File: config.mk
export PLATFORM = sky130hd
export DESIGN_NAME = dt_skeleton
export DESIGN_NICKNAME = d
export VERILOG_FILES = /design/src/rtl/dt_pkg.sv /design/src/rtl/dt_lmax_cmp.sv /design/src/rtl/dt_skeleton.sv
export SDC_FILE = /design/constraint.sdc
export NUM_CORES = 1
export LEC_CHECK = 0
export ABC_AREA = 1
export BUFFER_PORTS_ARGS = -buffer_cell sky130_fd_sc_hd__buf_2
export CAP_MARGIN = 20
export CORE_MARGIN = 8
export CORE_UTILIZATION = 60
export CTS_CLUSTER_SIZE = 28
export DETAILED_ROUTE_END_ITERATION = 8
export GPL_TIMING_DRIVEN = 0
export MAX_ROUTING_LAYER = met4
export PLACE_DENSITY = 0.88
export SLEW_MARGIN = 5
export SYNTH_ARGS = -nofsm -noshare
export SYNTH_HDL_FRONTEND = slang
export SYNTH_SLANG_ARGS = --single-unit
File: constraint.sdc
create_clock -name clk -period 4.05 [get_ports clk]
set_clock_uncertainty 0.15 [all_clocks]
set_input_delay 0.405 -clock clk [delete_from_list [all_inputs] [get_ports clk]]
set_output_delay 0.405 -clock clk [all_outputs]
set_load 0.05 [all_outputs]
File: src/rtl/dt_pkg.sv
// Shared definitions for the distance-transform pipeline.
//
// Contents:
//   - Image geometry and RAM widths for the 128x128 map.
//   - State encoding for dt_skeleton.
//   - Address packing helpers used by both the DT stage and the skeleton
//     scanner. The image side length is passed in as log2, so the
//     scanner can also be built for smaller square images.
package dt_pkg;

    localparam int unsigned IMG_W      = 128;
    localparam int unsigned IMG_H      = 128;
    localparam int unsigned ADDR_W     = 14;
    localparam int unsigned WORD_W     = 16;
    localparam int unsigned STI_ADDR_W = 10;
    localparam int unsigned COORD_W    = ADDR_W / 2;
    localparam int unsigned WORD_LOG   = 4;

    typedef logic [COORD_W-1:0] coord_t;

    typedef enum logic [2:0] {
        StIdle,
        StFetch,
        StEval,
        StWrite,
        StFinish
    } skl_state_t;

    // Pixel address {y,x} for an image of side 2**log_w.
    function automatic logic [ADDR_W-1:0] pix_addr(input int unsigned log_w,
                                                   input coord_t y,
                                                   input coord_t x);
        logic [ADDR_W-1:0] yy;
        logic [ADDR_W-1:0] xx;
        yy = ADDR_W'(y);
        xx = ADDR_W'(x);
        return (yy << log_w) | xx;
    endfunction

    // Packed-word address {y, x[log_w-1:4]} for an image of side 2**log_w.
    function automatic logic [STI_ADDR_W-1:0] word_addr(input int unsigned log_w,
                                                        input coord_t y,
                                                        input coord_t x);
        logic [ADDR_W-1:0] yy;
        logic [ADDR_W-1:0] xx;
        logic [ADDR_W-1:0] full;
        yy   = ADDR_W'(y);
        xx   = ADDR_W'(x);
        full = (yy << (log_w - WORD_LOG)) | (xx >> WORD_LOG);
        return full[STI_ADDR_W-1:0];
    endfunction

endpackage

File: src/rtl/dt_lmax_cmp.sv
// Five-point local-maximum test for the skeleton scanner.
//
// Ports:
//   c          centre distance value
//   n, s, w, e neighbour distance values (0 when outside the image)
//   skel       1 when c is non-zero and not smaller than any neighbour
//
// Plateaus (equal neighbours) count as skeleton so that ridges of even
// width are not lost.
module dt_lmax_cmp #(
    parameter int unsigned DW = 8
) (
    input  logic [DW-1:0] c,
    input  logic [DW-1:0] n,
    input  logic [DW-1:0] s,
    input  logic [DW-1:0] w,
    input  logic [DW-1:0] e,
    output logic          skel
);

    assign skel = (c != '0) && (c >= n) && (c >= s) && (c >= w) && (c >= e);

endmodule

File: src/rtl/dt_skeleton.sv
// Medial-axis extraction from a distance map.
//
// After the DT stage signals done, scans the square distance map in the
// result RAM in raster order. Each pixel takes 6 FETCH cycles (reads of
// C, N, S, W, E) and one EVAL cycle; every 16th pixel is followed by a
// WRITE cycle storing the packed skeleton word.
//
// Ports:
//   clk       rising-edge clock
//   reset     asynchronous active-low reset
//   start     DT-stage done level; only looked at in IDLE
//   res_rd    result-RAM read strobe
//   res_addr  result-RAM address {y,x}
//   res_di    result-RAM read data, valid one cycle after res_rd
//   skl_wr    skeleton-RAM write strobe
//   skl_addr  skeleton word address {y, x[LOG_W-1:4]}
//   skl_do    packed skeleton word, bit k = pixel x[3:0]==k
//   max_dist  largest distance seen in the scan
//   skl_cnt   number of skeleton pixels
//   done      high from scan completion until the next accepted start
module dt_skeleton
    import dt_pkg::*;
#(
    parameter int unsigned LOG_W = 7,
    parameter int unsigned DW    = 8
) (
    input  logic                 clk,
    input  logic                 reset,
    input  logic                 start,
    output logic                 res_rd,
    output logic [2*LOG_W-1:0]   res_addr,
    input  logic [DW-1:0]        res_di,
    output logic                 skl_wr,
    output logic [2*LOG_W-5:0]   skl_addr,
    output logic [WORD_W-1:0]    skl_do,
    output logic [DW-1:0]        max_dist,
    output logic [2*LOG_W:0]     skl_cnt,
    output logic                 done
);

    localparam int unsigned AW = 2 * LOG_W;
    localparam int unsigned SW = 2 * LOG_W - 4;
    localparam int unsigned CW = 2 * LOG_W + 1;
    localparam logic [LOG_W-1:0] XMax = '1;

    // Slot order inside FETCH
    localparam logic [2:0] SlotC = 3'd0;
    localparam logic [2:0] SlotN = 3'd1;
    localparam logic [2:0] SlotS = 3'd2;
    localparam logic [2:0] SlotW = 3'd3;
    localparam logic [2:0] SlotE = 3'd4;
    localparam logic [2:0] SlotLast = 3'd5;

    skl_state_t        state_q;
    logic [2:0]        k_q;
    logic [LOG_W-1:0]  x_q;
    logic [LOG_W-1:0]  y_q;
    logic [WORD_W-1:0] word_q;
    logic [DW-1:0]     val_c;
    logic [DW-1:0]     val_n;
    logic [DW-1:0]     val_s;
    logic [DW-1:0]     val_w;
    logic [DW-1:0]     val_e;

    logic              skel;
    logic [DW-1:0]     cap_val;
    logic              nxt_valid;
    logic [AW-1:0]     nxt_addr;
    logic [LOG_W-1:0]  nx;
    logic [LOG_W-1:0]  ny;
    logic [AW-1:0]     c0_next_addr;
    logic [WORD_W-1:0] skel_bit;
    logic [STI_ADDR_W-1:0] wa_full;

    // Neighbour slots that fall outside the image are never read.
    function automatic logic slot_valid(input logic [2:0] k,
                                        input logic [LOG_W-1:0] x,
                                        input logic [LOG_W-1:0] y);
        case (k)
            SlotN:   return y != '0;
            SlotS:   return y != XMax;
            SlotW:   return x != '0;
            SlotE:   return x != XMax;
            default: return 1'b1;
        endcase
    endfunction

    function automatic logic [AW-1:0] slot_addr(input logic [2:0] k,
                                                input logic [LOG_W-1:0] x,
                                                input logic [LOG_W-1:0] y);
        logic [LOG_W-1:0]  sx;
        logic [LOG_W-1:0]  sy;
        logic [ADDR_W-1:0] a;
        sx = x;
        sy = y;
        case (k)
            SlotN:   sy = y - LOG_W'(1);
            SlotS:   sy = y + LOG_W'(1);
            SlotW:   sx = x - LOG_W'(1);
            SlotE:   sx = x + LOG_W'(1);
            default: ;
        endcase
        a = pix_addr(LOG_W, coord_t'(sy), coord_t'(sx));
        return a[AW-1:0];
    endfunction

    dt_lmax_cmp #(
        .DW(DW)
    ) u_lmax (
        .c    (val_c),
        .n    (val_n),
        .s    (val_s),
        .w    (val_w),
        .e    (val_e),
        .skel (skel)
    );

    always_comb begin
        // Data arriving now belongs to the slot issued last cycle.
        cap_val      = slot_valid(k_q - 3'd1, x_q, y_q) ? res_di : '0;
        nxt_valid    = slot_valid(k_q + 3'd1, x_q, y_q);
        nxt_addr     = slot_addr(k_q + 3'd1, x_q, y_q);
        nx           = x_q + LOG_W'(1);
        ny           = (x_q == XMax) ? y_q + LOG_W'(1) : y_q;
        c0_next_addr = slot_addr(SlotC, nx, ny);
        skel_bit     = {{(WORD_W-1){1'b0}}, skel} << x_q[3:0];
        wa_full      = word_addr(LOG_W, coord_t'(y_q), coord_t'(x_q));
    end

    always_ff @(posedge clk or negedge reset) begin
        if (!reset) begin
            state_q  <= StIdle;
            k_q      <= '0;
            x_q      <= '0;
            y_q      <= '0;
            word_q   <= '0;
            val_c    <= '0;
            val_n    <= '0;
            val_s    <= '0;
            val_w    <= '0;
            val_e    <= '0;
            res_rd   <= 1'b0;
            res_addr <= '0;
            skl_wr   <= 1'b0;
            skl_addr <= '0;
            skl_do   <= '0;
            max_dist <= '0;
            skl_cnt  <= '0;
            done     <= 1'b0;
        end else begin
            skl_wr <= 1'b0;
            unique case (state_q)
                StIdle: begin
                    if (start) begin
                        state_q  <= StFetch;
                        k_q      <= '0;
                        x_q      <= '0;
                        y_q      <= '0;
                        word_q   <= '0;
                        max_dist <= '0;
                        skl_cnt  <= '0;
                        done     <= 1'b0;
                        // Centre read of pixel (0,0) goes out in slot 0.
                        res_rd   <= 1'b1;
                        res_addr <= '0;
                    end
                end

                StFetch: begin
                    unique case (k_q)
                        SlotN:    val_c <= cap_val;
                        SlotS:    val_n <= cap_val;
                        SlotW:    val_s <= cap_val;
                        SlotE:    val_w <= cap_val;
                        SlotLast: val_e <= cap_val;
                        default:  ;
                    endcase
                    // Set up the read for the following slot; out-of-range
                    // slots leave res_addr where it was.
                    if (k_q < SlotE) begin
                        res_rd <= nxt_valid;
                        if (nxt_valid) begin
                            res_addr <= nxt_addr;
                        end
                    end else begin
                        res_rd <= 1'b0;
                    end
                    if (k_q == SlotLast) begin
                        state_q <= StEval;
                        k_q     <= '0;
                    end else begin
                        k_q <= k_q + 3'd1;
                    end
                end

                StEval: begin
                    skl_cnt <= skl_cnt + {{(CW-1){1'b0}}, skel};
                    if (val_c > max_dist) begin
                        max_dist <= val_c;
                    end
                    if (x_q[3:0] == 4'hf) begin
                        state_q  <= StWrite;
                        skl_wr   <= 1'b1;
                        skl_addr <= wa_full[SW-1:0];
                        skl_do   <= word_q | skel_bit;
                    end else begin
                        word_q   <= word_q | skel_bit;
                        x_q      <= nx;
                        state_q  <= StFetch;
                        res_rd   <= 1'b1;
                        res_addr <= c0_next_addr;
                    end
                end

                StWrite: begin
                    word_q <= '0;
                    if (x_q == XMax && y_q == XMax) begin
                        state_q <= StFinish;
                    end else begin
                        x_q      <= nx;
                        y_q      <= ny;
                        state_q  <= StFetch;
                        res_rd   <= 1'b1;
                        res_addr <= c0_next_addr;
                    end
                end

                StFinish: begin
                    done <= 1'b1;
                    if (!start) begin
                        state_q <= StIdle;
                    end
                end

                default: state_q <= StIdle;
            endcase
        end
    end

endmodule
==> impl_metrics.toml <==
[detailed_routing]
drt-total-wl_mm = 20.65
via_per_inst = 5.725
drtIter0Drc = 733
detailroute.via_count = 7357
antenna_violating_nets_post_route = 0
routedWlPerCell_um = 16.07
first_pass_iters = 6
post-route-drc-count = 0

[floorplanning]
initial_core_util_pct = 60.90
io_pins = 77
die-area_sq_mm = 0.01729
die_w_um = 131.5
design.core.area_sq_mm = 0.01314
cell_rows = 42
dieHeight_um = 131.5

[sta]
finalWorstPathRequiredPeriod_ps = 3627
final-setup-viol-count = 0
final_hold_viol_count = 0
worst_slew_margin_rel_pct = 54.76
period_share_pct = 89.56
tightestPinTransition_ps = 677.5
timing.final.max_slew_violations = 0
final.hold.worst_slack_ps = 139.6
rsz_0062_raised_after_global_routing = "no"
max_freq_mhz = 275.7
timing.setup.tns_ps = 0

[critical_path]
setup.worst_path.start = "val_c[1]$_DFFE_PN0P_"
r2r_setup_slack_ps = 420
arrival_ps = 3830
critical_path.endpoint = "skl_cnt[12]$_DFFE_PN0P_"
crit-reg2reg-capture = "skl_cnt[12]$_DFFE_PN0P_"
startpoint_type = "flip-flop"
critPathKind = "reg -> reg"
worst_r2r_startpoint = "val_c[1]$_DFFE_PN0P_"
worstPathMaxFanout = 10
timing.critical_path.to_type = "flip-flop"
reg2regPathDepth = 19
worst-endpoint-required_ps = 4250

[placed_design]
gp_congestion = 0.9730
dp_hpwl_mm = 14.70
portBuffers = 76

[pwr]
power-per-cell-area_mw_per_mm2 = 738.1
power.leakage_uw = 0.004739
pwr-share-clk_pct = 24.0
sw_frac_of_total_pct = 45.15
power.sequential.fraction_pct = 28.9
power_switching_uw = 3094
power_report.internal_total_uw = 3760
post_layout_total_power_uw = 6854
power_share_of_the_combinational_group_pct = 47.2
vdd_drop_max_mv = 0.5957

[synth]
async_reset_ff_share_pct = 100.0
post_synthesis_sequential_area_ratio_pct = 44.41
mapped_avg_cell_area_sq_um = 8.017
edff_count_synth = 0
synthesis.yosys.warnings = 0
synth_fp_nets = 1059
post_synth_num_cell_types = 45
ys_seq_elements = 142
synth-main-ff-cell = "dfrtp_1"
postSynthCellCount = 998
netlist_area_sq_mm = 0.008001

[finish]
multiInputGateArea_sq_mm = 0.003756
fillerInstances = 1018
mostFrequentLayoutCells = "nand2_1 (209), dfrtp_1 (142), inv_1 (129)"
layout_cells_sized_above_1_pct = 14.52
finish.net_count = 1157
most_frequent_standard_cell_in_the_layout_excluding_fill_and_tap_cells = "nand2_1"
antennaDiodeCount = 0
area.growth.synth_to_final_pct = 16.06
sequential_cell_area_sq_mm = 0.003553

[flow_run]
maxCapViolCount = 0

[clock_network]
cts_root_buffer = "clkbuf_16"
tritoncts.num_buffers = 17
path_clk_slew_ps = 60
htree_levels = 4
clock_insertion_delay_worst_skew_ps = 430
cts.sinks = 142
tritoncts = "built"
clk_path_buf_depth = 2

[global_route]
groute.layer.met3.usage_pct = 5.221
gr-total-overflow = 0
grt_start_max_net_pins = 82
first_global_vias = 7429
initial_antenna_violation_count = 0
use_met2_pct = 40.30
groute.usage.overall_pct = 25.05
grt.met1_usage_pct = 30.04
globalRoute.busiestLayer = "met2"
wire_length_of_the_first_global_routing_pass_mm = 35.21

[hold_path]
worst_hold_path_type = "in -> reg"
hold-path-cell-count = 3

[status]
status = "finished, final reports clean"
-- registers in the layout, summed over array words and instances, names as in the netlist, 7 cells and up --
signal	cells
max_dist	8
res_addr	14
skl_addr	10
skl_cnt	15
skl_do	16
val_c	8
val_e	8
val_n	8
val_s	8
val_w	8
word_q	16
x_q	7
y_q	7
-- through the flow --
stage	setup WS (ps)	cell area (sq um)	util, %	std cells
finish	422.8	9286	70.69	1285
global route	91.91	9286	70.69	1285
CTS	99.30	9270	70.56	1284
detailed placement	161.6	8636	65.73	1251
global placement	193.4	8602	65.48	1250
floorplan	754.1	8001	-	998
-- how the worst min path moves through the flow --
stage | from | endpoint | slack, ps
after global placement | skl_do[4]$_DFFE_PN0P_ | skl_do[4]$_DFFE_PN0P_ | 300
after floorplan | reset | done$_DFFE_PN0P_ | -40
after CTS | start | state_q[2]$_DFFE_PN0P_ | 120
after global routing | start | state_q[2]$_DFFE_PN0P_ | 140
after detailed placement | reset | val_s[5]$_DFFE_PN0P_ | 280
final | start | state_q[2]$_DFFE_PN0P_ | 140
-- power by group through the flow --
stage / registers [uW] / clock network, uW / logic (uW)
floorplan: 2240 / 0 / 2050
global placement: 1980 / 0 / 3000
detailed placement: 1990 / 0 / 3120
CTS: 1970 / 1650 / 3180
global route: 2010 / 1720 / 3610
finish: 1980 / 1640 / 3230
-- worst max-delay path, cell delays in order (launching register included) --
cell	delay, ps
dfrtp_1	490
ha_1	350
nand2_1	60
nand3_1	80
nand2_1	50
nand2_1	70
nand2_1	50
nand2_1	80
nand3_1	120
nor3_4	240
buf_2	260
ha_1	200
ha_1	180
nand3_1	120
nor2_2	210
nand3_1	110
nor2_1	150
nand3_1	130
nor3b_1	250
mux2i_1	210
-- synthesized netlist by cell type, types with 2 or more instances --
cell type,number,area [sq um]
nor3_2,2,20.02
nand4_1,23,143.9
o22ai_1,8,50.05
nor3b_1,2,15.01
o21a_1,10,75.07
buf_2,13,65.06
a31oi_1,5,31.28
buf_1,3,11.26
nor2_4,5,56.30
o31ai_1,4,30.03
o211ai_1,8,60.06
o21ai_0,93,465.5
inv_2,8,30.03
nor3_1,10,50.05
nand2_2,2,12.51
ha_1,50,625.6
nand2_1,209,784.5
clkbuf_1,12,45.04
nor3_4,2,32.53
inv_4,2,12.51
nor2_1,68,255.2
nand3_2,3,30.03
buf_6,2,22.52
mux2i_1,3,30.03
a21oi_1,56,280.3
dfrtp_1,142,3553
o21ai_1,4,20.02
inv_1,129,484.2
nor4_1,4,25.02
nor2_2,4,25.02
xor2_1,7,61.31
buf_4,4,30.03
nand3_1,89,445.4
-- cell type report --
cell class                 count  area share, %
buffer                        34          1.873
inverter                     139          5.672
sequential                   142          38.26
timing repair buffer          79          4.648
clock inverter                12          1.698
clock buffer                  20          5.026
multi-input combinational    683          40.45
tap                          176          2.371
-- logic make-up (layout without fill, tap and decap cells) --
logic type | after synthesis | in the layout | share of synthesized area, %
buffers and inverters | 173 | 284 | 8.757
XOR/XNOR | 8 | 8 | 0.8757
AND/OR/NAND/NOR | 425 | 425 | 24.03
adder cells (fa/ha/maj) | 50 | 50 | 7.819
multiplexers | 3 | 3 | 0.3753
flip-flops | 142 | 142 | 44.41
AO/OA/AOI/OAI | 197 | 197 | 13.73
-- routing by layer --
layer	vias to the layer above	routed length, um
li1	3522	-
met1	3472	8988
met2	301	9926
met3	62	1177
met4	0	557
met5	-	0
-- what timing repair did --
item                                    4_1_cts  5_1_grt
endpoints found under the setup margin        0        2
hold buffers                                  1        0
resized for setup                             0        2
buffers inserted                              0        1
hold endpoints to repair                     61        0
Note: power is estimated with default switching activity, not from simulation.
